<file path="src/rtl/adrv9001_enable_seq_if.sv">
// -----------------------------------------------------------------------------
// adrv9001_enable_seq_if
//   32-bit AXI-Stream style bundle used on both sides of the enable sequencer.
//   master : drives tdata/tvalid/tlast, receives tready
//   slave  : receives tdata/tvalid/tlast, drives tready
// -----------------------------------------------------------------------------
`timescale 1ns/1ps
interface adrv9001_enable_seq_if;
  logic [31:0] tdata;
  logic        tvalid;
  logic        tlast;
  logic        tready;

  modport master (
    output tdata,
    output tvalid,
    output tlast,
    input  tready
  );

  modport slave (
    input  tdata,
    input  tvalid,
    input  tlast,
    output tready
  );
endinterface

</file>
<file path="src/rtl/adrv9001_enable_seq.sv">
// -----------------------------------------------------------------------------
// adrv9001_enable_seq
//   Sequences the ADRV9001 channel enable around an IQ stream. A level request
//   (software or PL, selected by enable_mode) raises the device enable, waits a
//   settle time, then opens the stream gate. When the request drops the gate
//   closes on a packet boundary, the enable is held for a hold-off time, then
//   dropped, and a minimum-off guard time is enforced before the next cycle.
//
// Ports
//   clk, rstn                  clock, asynchronous active-low reset
//   enable_mode                0 = sw_en drives the request, 1 = pl_en
//   sw_en, pl_en               level enable requests
//   enable_dly                 SETTLE length - 1, in clk cycles
//   disable_dly                HOLD length - 1, in clk cycles
//   guard_dly                  GUARD length - 1, in clk cycles
//   s_axis (slave)             upstream IQ stream
//   m_axis (master)            gated stream towards the device interface
//   adrv9001_enable            device channel enable
//   enable_cnt, disable_cnt    rising / falling edge counts of the enable
//   state                      current FSM encoding
//   busy                       high whenever the FSM is not IDLE
// -----------------------------------------------------------------------------
`timescale 1ns/1ps
module adrv9001_enable_seq #(
  parameter int DLY_W = 16,
  parameter int CNT_W = 16
) (
  input  logic                   clk,
  input  logic                   rstn,
  input  logic                   enable_mode,
  input  logic                   sw_en,
  input  logic                   pl_en,
  input  logic [DLY_W-1:0]       enable_dly,
  input  logic [DLY_W-1:0]       disable_dly,
  input  logic [DLY_W-1:0]       guard_dly,
  adrv9001_enable_seq_if.slave   s_axis,
  adrv9001_enable_seq_if.master  m_axis,
  output logic                   adrv9001_enable,
  output logic [CNT_W-1:0]       enable_cnt,
  output logic [CNT_W-1:0]       disable_cnt,
  output logic [2:0]             state,
  output logic                   busy
);

  typedef enum logic [2:0] {
    IDLE   = 3'd0,
    SETTLE = 3'd1,
    ACTIVE = 3'd2,
    DRAIN  = 3'd3,
    HOLD   = 3'd4,
    GUARD  = 3'd5
  } state_t;

  state_t           st;
  logic             req_q;
  logic             gate;
  logic             pkt_open;
  logic             hs;
  logic             pkt_open_nxt;
  logic [DLY_W-1:0] timer;

  // Edge counters wrap naturally from all-ones back to zero.
  function automatic logic [CNT_W-1:0] cnt_inc(input logic [CNT_W-1:0] c);
    return c + CNT_W'(1);
  endfunction

  function automatic logic [DLY_W-1:0] tmr_dec(input logic [DLY_W-1:0] t);
    return t - DLY_W'(1);
  endfunction

  // Gating is the only combinational path from inputs to outputs.
  assign hs              = s_axis.tvalid & m_axis.tready & gate;
  assign m_axis.tdata    = s_axis.tdata;
  assign m_axis.tlast    = s_axis.tlast;
  assign m_axis.tvalid   = s_axis.tvalid & gate;
  assign s_axis.tready   = m_axis.tready & gate;
  assign state           = st;

  // Packet state as it will be after this cycle's handshake. Using the
  // post-handshake view means a beat with tlast=0 accepted in the very cycle
  // the request is seen low still sends the FSM to DRAIN, so a packet is never
  // cut off after its first beat.
  assign pkt_open_nxt = hs ? ~s_axis.tlast : pkt_open;

  // Request sample stage: the FSM never looks at sw_en/pl_en directly.
  always_ff @(posedge clk or negedge rstn) begin
    if (!rstn) begin
      req_q    <= 1'b0;
      pkt_open <= 1'b0;
    end else begin
      req_q    <= enable_mode ? pl_en : sw_en;
      pkt_open <= pkt_open_nxt;
    end
  end

  // Sequencer stage: all outputs are registered here alongside the state.
  // Delay inputs are only read at the moment they are loaded into timer.
  always_ff @(posedge clk or negedge rstn) begin
    if (!rstn) begin
      st              <= IDLE;
      gate            <= 1'b0;
      timer           <= '0;
      adrv9001_enable <= 1'b0;
      enable_cnt      <= '0;
      disable_cnt     <= '0;
      busy            <= 1'b0;
    end else begin
      case (st)
        IDLE: begin
          if (req_q) begin
            st              <= SETTLE;
            busy            <= 1'b1;
            timer           <= enable_dly;
            adrv9001_enable <= 1'b1;
            enable_cnt      <= cnt_inc(enable_cnt);
          end
        end

        SETTLE: begin
          // A dropped request aborts settling regardless of the timer.
          if (!req_q) begin
            st    <= HOLD;
            timer <= disable_dly;
          end else if (timer == '0) begin
            st   <= ACTIVE;
            gate <= 1'b1;
          end else begin
            timer <= tmr_dec(timer);
          end
        end

        ACTIVE: begin
          if (!req_q) begin
            if (pkt_open_nxt) begin
              st <= DRAIN;
            end else begin
              st    <= HOLD;
              gate  <= 1'b0;
              timer <= disable_dly;
            end
          end
        end

        DRAIN: begin
          // Request re-assertion is deliberately ignored until the
          // packet completes and the full shutdown runs.
          if (hs && s_axis.tlast) begin
            st    <= HOLD;
            gate  <= 1'b0;
            timer <= disable_dly;
          end
        end

        HOLD: begin
          if (timer == '0) begin
            st              <= GUARD;
            adrv9001_enable <= 1'b0;
            disable_cnt     <= cnt_inc(disable_cnt);
            timer           <= guard_dly;
          end else begin
            timer <= tmr_dec(timer);
          end
        end

        GUARD: begin
          if (timer == '0) begin
            st   <= IDLE;
            busy <= 1'b0;
          end else begin
            timer <= tmr_dec(timer);
          end
        end

        default: begin
          // Illegal encoding: fall back to a clean IDLE, still counting the
          // enable edge if the device was left enabled.
          st    <= IDLE;
          gate  <= 1'b0;
          timer <= '0;
          busy  <= 1'b0;
          if (adrv9001_enable) begin
            adrv9001_enable <= 1'b0;
            disable_cnt     <= cnt_inc(disable_cnt);
          end
        end
      endcase
    end
  end

endmodule

</file>
<file path="src/flat_wrapper.sv">
// flat-port wrapper written by rule: the top's interface ports become plain ports
module adrv9001_enable_seq_flat 
#(
  parameter int DLY_W = 16,
  parameter int CNT_W = 16
)
  (clk, rstn, enable_mode, sw_en, pl_en, enable_dly, disable_dly, guard_dly, adrv9001_enable, enable_cnt, disable_cnt, state, busy, s_axis_tdata, s_axis_tvalid, s_axis_tlast, s_axis_tready, m_axis_tdata, m_axis_tvalid, m_axis_tlast, m_axis_tready);
  adrv9001_enable_seq_if s_axis_i ();
  adrv9001_enable_seq_if m_axis_i ();
  input  logic clk;
  input  logic rstn;
  input  logic enable_mode;
  input  logic sw_en;
  input  logic pl_en;
  input  logic [DLY_W-1:0] enable_dly;
  input  logic [DLY_W-1:0] disable_dly;
  input  logic [DLY_W-1:0] guard_dly;
  output logic adrv9001_enable;
  output logic [CNT_W-1:0] enable_cnt;
  output logic [CNT_W-1:0] disable_cnt;
  output logic [2:0] state;
  output logic busy;
  input wire logic [$bits(s_axis_i.tdata)-1:0] s_axis_tdata;
  input wire logic [$bits(s_axis_i.tvalid)-1:0] s_axis_tvalid;
  input wire logic [$bits(s_axis_i.tlast)-1:0] s_axis_tlast;
  output wire logic [$bits(s_axis_i.tready)-1:0] s_axis_tready;
  output wire logic [$bits(m_axis_i.tdata)-1:0] m_axis_tdata;
  output wire logic [$bits(m_axis_i.tvalid)-1:0] m_axis_tvalid;
  output wire logic [$bits(m_axis_i.tlast)-1:0] m_axis_tlast;
  input wire logic [$bits(m_axis_i.tready)-1:0] m_axis_tready;
  assign s_axis_i.tdata = s_axis_tdata;
  assign s_axis_i.tvalid = s_axis_tvalid;
  assign s_axis_i.tlast = s_axis_tlast;
  assign s_axis_tready = s_axis_i.tready;
  assign m_axis_tdata = m_axis_i.tdata;
  assign m_axis_tvalid = m_axis_i.tvalid;
  assign m_axis_tlast = m_axis_i.tlast;
  assign m_axis_i.tready = m_axis_tready;
  adrv9001_enable_seq #(.DLY_W(DLY_W), .CNT_W(CNT_W)) u_core (.clk(clk), .rstn(rstn), .enable_mode(enable_mode), .sw_en(sw_en), .pl_en(pl_en), .enable_dly(enable_dly), .disable_dly(disable_dly), .guard_dly(guard_dly), .s_axis(s_axis_i), .m_axis(m_axis_i), .adrv9001_enable(adrv9001_enable), .enable_cnt(enable_cnt), .disable_cnt(disable_cnt), .state(state), .busy(busy));
endmodule
</file>
<file path="config.mk">
export PLATFORM = sky130hd
export DESIGN_NAME = adrv9001_enable_seq_flat
export DESIGN_NICKNAME = d
export VERILOG_FILES = /design/src/rtl/adrv9001_enable_seq_if.sv /design/src/rtl/adrv9001_enable_seq.sv /design/src/flat_wrapper.sv
export SDC_FILE = /design/constraint.sdc
export NUM_CORES = 1
export LEC_CHECK = 0
export ABC_AREA = 1
export CAP_MARGIN = 10
export CORE_AREA = 2 2 99 101
export DETAILED_ROUTE_END_ITERATION = 6
export DIE_AREA = 0 0 101 103
export PLACE_DENSITY = 0.8
export SLEW_MARGIN = 20
export SYNTH_ARGS = -nofsm -noshare
export SYNTH_HDL_FRONTEND = slang
export SYNTH_SLANG_ARGS = --single-unit
export TNS_END_PERCENT = 50
</file>
<file path="constraint.sdc">
create_clock -name clk -period 1.9 [get_ports clk]
set_input_delay 0.19 -clock clk [delete_from_list [all_inputs] [get_ports clk]]
set_output_delay 0.19 -clock clk [all_outputs]
set_load 0.005 [all_outputs]
</file>
Yosys cells after proc, flatten, opt, wreduce, memory -nomap -nowiden
Index checks and enable logic that the tools add are counted.
{"block": "word_totals", "register_bits": 56, "in_bits": 88, "output_inout_bits": 72, "elab_cells": 82}
{"block": "op_classes", "add_sub_neg": 3, "eq_ne": 14, "mux": 32, "n_bitwise": 9, "n_reduce_logical": 15}
{"operator": "$mux W16", "count": 9}
{"operator": "$pmux W16 S6", "count": 1}
{"operator": "$add A16 B1 Y16 const B", "count": 2}
{"operator": "$pmux W16 S2", "count": 1}
{"operator": "$mux W3", "count": 8}
{"operator": "$pmux W3 S6", "count": 1}
{"operator": "$logic_not A16 Y1", "count": 1}
{"operator": "$sub A16 B1 Y16 const B", "count": 1}
{"operator": "$ne A2 B1 Y1 const B", "count": 6}
{"operator": "$reduce_and A6 Y1", "count": 2}
{"operator": "$mux W1", "count": 9}
{"operator": "$reduce_and A3 Y1", "count": 3}
{"operator": "$reduce_or A4 Y1", "count": 2}
{"operator": "$eq A3 B2 Y1 const B", "count": 2}
{"operator": "$eq A3 B3 Y1 const B", "count": 2}
{"operator": "$pmux W1 S3", "count": 2}
{"operator": "$not A1 Y1", "count": 5}
{"operator": "$reduce_or A5 Y1", "count": 1}
{"operator": "$and A1 B1 Y1", "count": 4}
{"operator": "$ne A2 B2 Y1 const B", "count": 2}
{"operator": "$pmux W1 S4", "count": 1}
{"operator": "$reduce_and A4 Y1", "count": 1}
{"operator": "$eq A3 B1 Y1 const B", "count": 1}
{"operator": "$logic_not A3 Y1", "count": 1}
{"operator": "other kinds (5)", "count": 5}

Depth between registers and ports, before layout
Gate-level depths: netlist of run 1.
{"block": "depth", "ltp_word": 6, "ltp_mapped": 14, "ltp_nobuf": 13}

Least setup slack after synthesis of run 1
OpenSTA, ideal clock, no wires.
{"block": "synth_path", "path_kind": "register to register", "start": "reg u_core.timer[0]", "end": "reg u_core.timer[6]", "setup_ns": 0.116, "arrival_ns": 1.511, "t_required_ns": 1.784, "slack_ns": 0.272, "path_stages_with_launch": 15, "path_buffers": 1, "synth_period_minus_slack_ns": 1.628, "cell_sequence": "dfrtp_1 -> inv_1 -> ha_1 -> inv_1 -> nor2_1 -> nand2_1 -> nor2_1 -> buf_2 -> nand3b_1 -> nand2_1 -> nand2_1 -> nand2_1 -> nand2_1 -> nand2_1 -> nand2_1"}
{"block": "synth_between", "elab_chain_len": 4, "elab_cells_between_ends": 6, "cone_classes": "1 x add/sub; 4 x mux; 1 x reduce/logical"}
{"element": "from (decl)", "line_no": "adrv9001_enable_seq.sv:60", "rtl": "logic [DLY_W-1:0] timer;"}
{"element": "from (signal assigned)", "line_no": "adrv9001_enable_seq.sv:113", "rtl": "timer <= enable_dly;"}
{"element": "from (signal assigned)", "line_no": "adrv9001_enable_seq.sv:123", "rtl": "timer <= disable_dly;"}
{"element": "from (signal assigned)", "line_no": "adrv9001_enable_seq.sv:128", "rtl": "timer <= tmr_dec(timer);"}
{"element": "$sub A16 B1 Y16 or $logic_not A16 Y1 (tied branches)"}
{"element": "$mux W16", "line_no": "adrv9001_enable_seq.sv:124, adrv9001_enable_seq.sv:166"}
{"element": "$mux W16", "line_no": "adrv9001_enable_seq.sv:121", "rtl": "if (!req_q) begin"}
{"element": "$pmux W16 S6 *", "line_no": "adrv9001_enable_seq.sv:108", "rtl": "case (st)"}
Mark *: on every way between the ends. The rest lies on a longest branch, timed or not.
A chain may end at the register's enable or synchronous reset.

Worst setup path after layout of run 1
{"block": "layout_path", "start": "reg u_core.timer[13]", "end": "reg u_core.disable_cnt[0]"}
{"block": "layout_between", "elab_chain_len": 3}
{"element": "$logic_not A16 Y1", "line_no": "adrv9001_enable_seq.sv:155", "rtl": "if (timer == '0) begin"}
{"element": "$ne A2 B1 Y1 (no source line)"}
{"element": "$reduce_and A3 Y1 (no source line)"}
{"element": "to (signal assigned)", "line_no": "adrv9001_enable_seq.sv:158", "rtl": "disable_cnt <= cnt_inc(disable_cnt);"}
{"element": "to (signal assigned)", "line_no": "adrv9001_enable_seq.sv:183", "rtl": "disable_cnt <= cnt_inc(disable_cnt);"}
{"element": "to (decl)", "line_no": "adrv9001_enable_seq.sv:40", "rtl": "output logic [CNT_W-1:0] disable_cnt,"}
No other way between the ends.

==> impl_metrics.toml, run 1 <==
[critical_path]
path_class = "reg -> reg"
cp.buffers_inverters = 1
path_max_fanout = 16
path_common_cell = "nand2_4"
crit_family = "simple AND/OR/NAND/NOR gates"
path_cells = "nor2_1, nand2_1, nor2_4, nand2_4, nand2_4, nand3_4, buf_4, xnor2_1"
end_kind = "register"
slowest_stage = "dfrtp_1"
startpoint_type = "register"
arrival_ps = 1990
worstPathRequired_ps = 2100
slowest_delay_ps = 400

[clocking]
clk_latency_ps = 310
cts_max_path_buffers = 2
cts.htree.levels = 2
path_clk_slew_ps = 100
cts_buffers = 5
cts_root_buf = "clkbuf_8"
clock-sinks = 56
tritoncts = "yes"

[placed_design]
dp_hpwl_um = 8420
pre_cts_ws_ps = 14.8
gp_congestion = 0.917
placed_cell_area_um2 = 5020
dp_cells = 766
io_buffers = 95

[global_route]
antenna_found_initial = 0
groute.usage.overall = 0.215
grt_pass1_wl_um = 17700
grt_pass1_vias = 3859
gr-total-overflow = 0
grt_max_degree = 57

[detailed_routing]
wl_um = 11000
viasPerCell = 5.09
wire_per_inst_um = 14.1
firstDrtPassIters = 5
ant_nets = 0
drc = 0
wl_met3_um = 866
top_layer_used = "met4"
met1_length_um = 4680
wl_met2_um = 5220
vias = 3963
drt-initial-drc-count = 198

[logic_synthesis]
synth.distinct_cells = 30
synth-async-reset-ratio = 1.00
synth_ff_type = "dfrtp_1"
synth-warning-count = 0
syn_area_per_cell_um2 = 7.05
synth_top_area_frac = 0.343
synth_nets = 672
ys_seq_elements = 56
synth_top_area_cell = "dfrtp_1"
yosys-top-cells-area = "dfrtp_1 (34%), nand2_1 (19%), buf_4 (6.2%)"
yosysSeqAreaShare = 0.343
netlist_area_um2 = 4090
synth-edff-count = 0
syn_inst = 580

[timing]
fmax_mhz = 558
period_needed_ps = 1790
setup_viol = 0
slew_headroom = 0.773
min_period_over_period = 0.943
worst_slew_pin_slew_ps = 340
maxSlewViolCount = 0
worst_clock_skew_ps = 7.52
hold_viol_final = 0
fin_ws_ps = 108

[power_and_ir_drop]
switching_share = 0.481
intPower_mw = 3.66
power_mw = 7.04
p_leak_nw = 2.47
ir_drop_mv = 0.572
seq_power_share = 0.276
p_comb_frac = 0.613
p_sw_mw = 3.39
p_clk_frac = 0.111
p_per_area_nw_per_um2 = 1340

[finish]
layoutNonFillerInstCount = 778
antenna_cells = 0
layout-area-overhead-vs-synth_pct = 28.2
fin_area_um2 = 5240
nets = 755
drive_gt1_frac = 0.119

[outcome]
status = "complete, no violations"

[die]
rows = 36
die_x_um = 101
dieArea_um2 = 10400
core_um2 = 9460
initial_core_util = 0.432
die-height_um = 103
ios = 160

[worst_hold_path]
hold_class = "in -> async"

[flow_run]
maxCapViolations = 0
## power groups by stage
stage,combinational [mW],sequential [mW],clock (mW)
floorplan,2.78,1.89,0
global placement,3.92,1.92,0
detailed placement,4.05,1.93,0
CTS,4.08,1.91,0.809
global route,4.86,1.98,0.857
finish,4.32,1.94,0.784
## worst register-to-register path: stages, from the launching register on
cell	delay, ps
dfrtp_1	400
nor2_1	230
nand2_1	140
nor2_4	130
nand2_4	110
nand2_4	90
nand3_4	220
buf_4	240
xnor2_1	120
## synthesized netlist by cell type, drive strengths merged (2+ instances only)
master,number
nand3b,16
a21oi,5
dfrtp,56
nor3b,2
nand4,6
xor2,26
nand3,30
nor3,6
o21ai,17
o21a,2
nor2,77
xnor2,9
nand2,220
clkbuf,2
ha,4
inv,47
buf,40
a22oi,13
## worst paths after layout
kind,cells after the start,slack [ps],start,endpoint
setup / recovery,8,110,u_core.timer[13]$_DFFE_PN0P_,u_core.disable_cnt[0]$_DFFE_PN0P_
hold / removal,3,380,rstn,u_core.gate$_DFFE_PN0P_
setup reg to reg,8,110,u_core.timer[13]$_DFFE_PN0P_,u_core.disable_cnt[0]$_DFFE_PN0P_
hold reg to reg,2,510,u_core.busy$_DFFE_PN0P_,u_core.busy$_DFFE_PN0P_
max in group asynchronous,3,1250,rstn,u_core.disable_cnt[4]$_DFFE_PN0P_
min in group clk,0,380,s_axis_tdata[28],m_axis_tdata[28]
## what timing repair did
item,in CTS,in global routing
hold buffers,1,0
gates resized for setup,0,31
endpoints found under the setup margin,0,29
hold endpoints to repair,56,0
setup buffers,0,2
## layout by cell type (no fill, tap or decap), drive strengths merged
cell	netlist	final
a21oi	5	5
a22oi	13	13
buf	40	23
bufinv	0	1
clkbuf	2	6
clkdlybuf4s50	0	94
clkinv	0	1
dfrtp	56	56
dlygate4sd3	0	1
ha	4	4
inv	47	47
mux2	1	1
nand2	220	220
nand3	30	30
nand3b	16	16
nand4	6	6
nor2	77	77
nor3	6	6
nor3b	2	2
o21a	2	2
o21ai	17	17
o21bai	1	1
xnor2	9	9
xor2	26	26
## stage by stage
| stage | hold slack, ps | utilization | setup TNS [ps] |
|---|---|---|---|
| 2_1_floorplan | -106 | - | 0 |
| 3_3_place_gp | 216 | 0.531 | 0 |
| 3_5_place_dp | 216 | 0.531 | 0 |
| 4_1_cts | 380 | 0.543 | 0 |
| 5_1_grt | 380 | 0.554 | -12.9 |
| 6_report | 380 | 0.554 | 0 |
## per-layer routing
| metal | up-vias | GRT usage |
|---|---|---|
| li1 | 1957 | - |
| met1 | 1833 | 0.277 |
| met2 | 153 | 0.374 |
| met3 | 20 | 0.0325 |
| met4 | 0 | 0.0665 |
| met5 | - | 0 |
## flip-flops by register name (all words and copies together) (netlist names)
signal,count
u_core.timer,16
u_core.pkt_open,1
u_core.req_q,1
u_core.adrv9001_enable,1
u_core.gate,1
u_core.busy,1
u_core.disable_cnt,16
u_core.state,3
u_core.enable_cnt,16
## cell families after synthesis
| logic type | count (synthesis) | share of synthesized area |
|---|---|---|
| fa+ha+maj | 4 | 0.0122 |
| flops | 56 | 0.343 |
| simple gates | 357 | 0.391 |
| mux | 1 | 0.00275 |
| buf+inv | 89 | 0.119 |
| compound gates | 38 | 0.0563 |
| xor+xnor | 35 | 0.0750 |
## layout make-up
class	count	area [um^2]
well taps	114	143
multi-input cells	435	2270
fillers	903	4220
inverters	47	179
clock buffers	6	72.6
flip-flops and latches	56	1400
repair buffers	118	1140
clock inverters	2	35.0
(Power assumes the default switching activity.)
==> inputs of run 2 (changes only) <==
Settings changed: ABC_AREA 1 to not set, CORE_AREA 2 2 99 101 to 2 2 102 104, DIE_AREA 0 0 101 103 to 0 0 104 106, PLACE_DENSITY 0.8 to 0.75.
Clock period 1.9 ns to 1.6 ns, I/O delays scaled along.
==> run 2 against run 1 <==
Critical path depth is 1 lower. Register-to-register slack lost 410 ps. The flow now finishes with violations (negative setup slack). Sequential share of layout area down 1.8 points.
==> impl_metrics.toml, run 2 <==
[outcome]
status = "complete, but fails checks"
violations = "negative setup slack"

[logic_synthesis]
synth-warning-count = 0
synth-async-reset-ratio = 1.00
synth.distinct_cells = 64
ys_seq_elements = 56
synth_compound_area_frac = 0.191
synth.most_common_cell = "dfrtp_1"
syn_inst = 419
yosys.area_share.simple = 0.242
synthAdderAreaFrac = 0.0132
yosys-top-cells-area = "dfrtp_1 (37%), buf_4 (6.7%), xnor2_1 (5.8%)"
syn_area_per_cell_um2 = 9.05
synth_ff_type = "dfrtp_1"
netlist_area_um2 = 3790
synth_xor_area_frac = 0.0693
synth-edff-count = 0
ys_top_cells_by_count = "dfrtp_1 (56), o21ai_0 (35), buf_4 (34), nand2_1 (30), nand3_1 (27)"
synth_top_family_by_area = "simple AND/OR/NAND/NOR gates"
synth_top_area_frac = 0.369
synth_top_area_cell = "dfrtp_1"
synthMuxAreaShare = 0.00858
yosysSeqAreaShare = 0.369
synth_nets = 511

[clocking]
cts_buffers = 5
clk_latency_ps = 320
clock-sinks = 56
path_clk_slew_ps = 110
tritoncts = "yes"
cts_max_path_buffers = 2
cts_root_buf = "clkbuf_8"
cts.htree.levels = 2

[critical_path]
slowest_delay_ps = 450
path_max_fanout = 5
path_class = "reg -> reg"
crit_family = "simple AND/OR/NAND/NOR gates"
worstPathRequired_ps = 1800
arrival_ps = 2100
cp.buffers_inverters = 2
path_cells = "nor4_4, buf_4, nand4_4, o21ai_4, buf_6, nand4_1, xnor2_2"
slowest_stage = "dfrtp_1"
end_kind = "register"
startpoint_type = "register"

[global_route]
grt_pass1_wl_um = 19100
antenna_found_initial = 0
grt_max_degree = 26
gr-total-overflow = 0
groute.usage.overall = 0.209
grt_pass1_vias = 3950

[timing]
min_period_over_period = 1.19
fin_ws_ps = -299
period_needed_ps = 1900
worst_clock_skew_ps = 8.87
slew_headroom = 0.664
hold_viol_final = 0
holdWs_ps = 320
tns_ps = -8510
rsz0062_at_grt = "true"
setup_viol = 43
worst_slew_pin_slew_ps = 503
maxSlewViolCount = 0
fmax_mhz = 527

[finish]
final_cell_mix = "clkdlybuf4s50_1 (89), buf_4 (77), dfrtp_1 (52), nand2_1 (30), o21ai_0 (29)"
final_common_cell = "clkdlybuf4s50_1"
reg_top3 = "u_core.disable_cnt (16), u_core.enable_cnt (16), u_core.timer (16)"
layoutNonFillerInstCount = 697
fin_area_um2 = 5630
antenna_cells = 0
final_core_util = 0.563
nets = 652
layout-area-overhead-vs-synth_pct = 48.3
drive_gt1_frac = 0.276

[detailed_routing]
viasPerCell = 5.57
ant_nets = 0
firstDrtPassIters = 5
vias = 3884
drt-initial-drc-count = 252
wl_um = 11900
wire_per_inst_um = 17.1
drc = 0

[power_and_ir_drop]
ir_drop_mv = 0.639
p_leak_nw = 2.35
p_per_area_nw_per_um2 = 1240

[placed_design]
placed_cell_area_um2 = 5200
dp_cells = 679
io_buffers = 95
gp_congestion = 0.875
dp_hpwl_um = 8870

[die]
dieArea_um2 = 11000
ios = 160
die-height_um = 106
die_x_um = 104
rows = 37
initial_core_util = 0.379
core_um2 = 10000

[flow_run]
maxCapViolations = 0

[worst_hold_path]
hold_class = "in -> out"
run 2: worst reg2reg max path, delay by kind of cell, from the launching register on:
kind            cells  cell delay, ps
xor+xnor            1             170
flops               1             450
compound gates      1             170
buf+inv             2             340
simple gates        3             660
run 2: area by class of cell:
cell class | instances | area, um^2
Clock buffer | 6 | 72.6
Multi-Input combinational cell | 300 | 2190
Fill cell | 874 | 4370
Timing Repair Buffer | 186 | 1710
Tap cell | 136 | 170
Inverter | 11 | 41.3
Sequential cell | 56 | 1410
Clock inverter | 2 | 38.8
run 2: cell families after synthesis:
kind of cell,after synthesis
AO/OA/AOI/OAI,108
XOR/XNOR,30
adder cells (fa/ha/maj),4
buffers and inverters,64
flip-flops,56
multiplexers,3
AND/OR/NAND/NOR,154
run 2: timing repair:
action                                 4_1_cts  5_1_grt
gates resized for setup                     24       43
setup endpoints to repair                   53       51
endpoints found under the hold margin       18        0
pin swaps                                   13       18
gates cloned                                 1        0
hold buffers                                 1        0
setup buffers                                4        4
run 2: report_power, final:
group          switching (mW)  leakage [nW]  internal (mW)
combinational            1.98          1.57           1.96
clock                   0.508        0.0558          0.475
sequential              0.336         0.725           1.70
total                    2.82          2.35           4.14
run 2: final timing paths:
check	start	end	slack, ps	cells after the start
hold / removal	s_axis_tdata[13]	m_axis_tdata[13]	320	0
max in group asynchronous	rstn	u_core.enable_cnt[9]$_DFFE_PN0P_	600	3
hold reg to reg	u_core.enable_cnt[15]$_DFFE_PN0P_	u_core.enable_cnt[15]$_DFFE_PN0P_	480	1
setup reg to reg	u_core.timer[7]$_DFFE_PN0P_	u_core.disable_cnt[10]$_DFFE_PN0P_	-300	7
setup / recovery	u_core.timer[7]$_DFFE_PN0P_	u_core.disable_cnt[10]$_DFFE_PN0P_	-300	7
min in group asynchronous	rstn	u_core.timer[2]$_DFFE_PN0P_	330	2
run 2: metal layers:
metal  wire length [um]  track usage
met5                  0            0
met4                208       0.0589
met3                712       0.0484
met2               5910        0.364
met1               5070        0.259
run 2: through the flow:
stage | worst slack, ps | total power, mW
6_report | -299 | 6.96
5_1_grt | -401 | 7.36
4_1_cts | -255 | 6.61
3_5_place_dp | -311 | 5.52
3_3_place_gp | -234 | 5.40
2_1_floorplan | -118 | 3.91
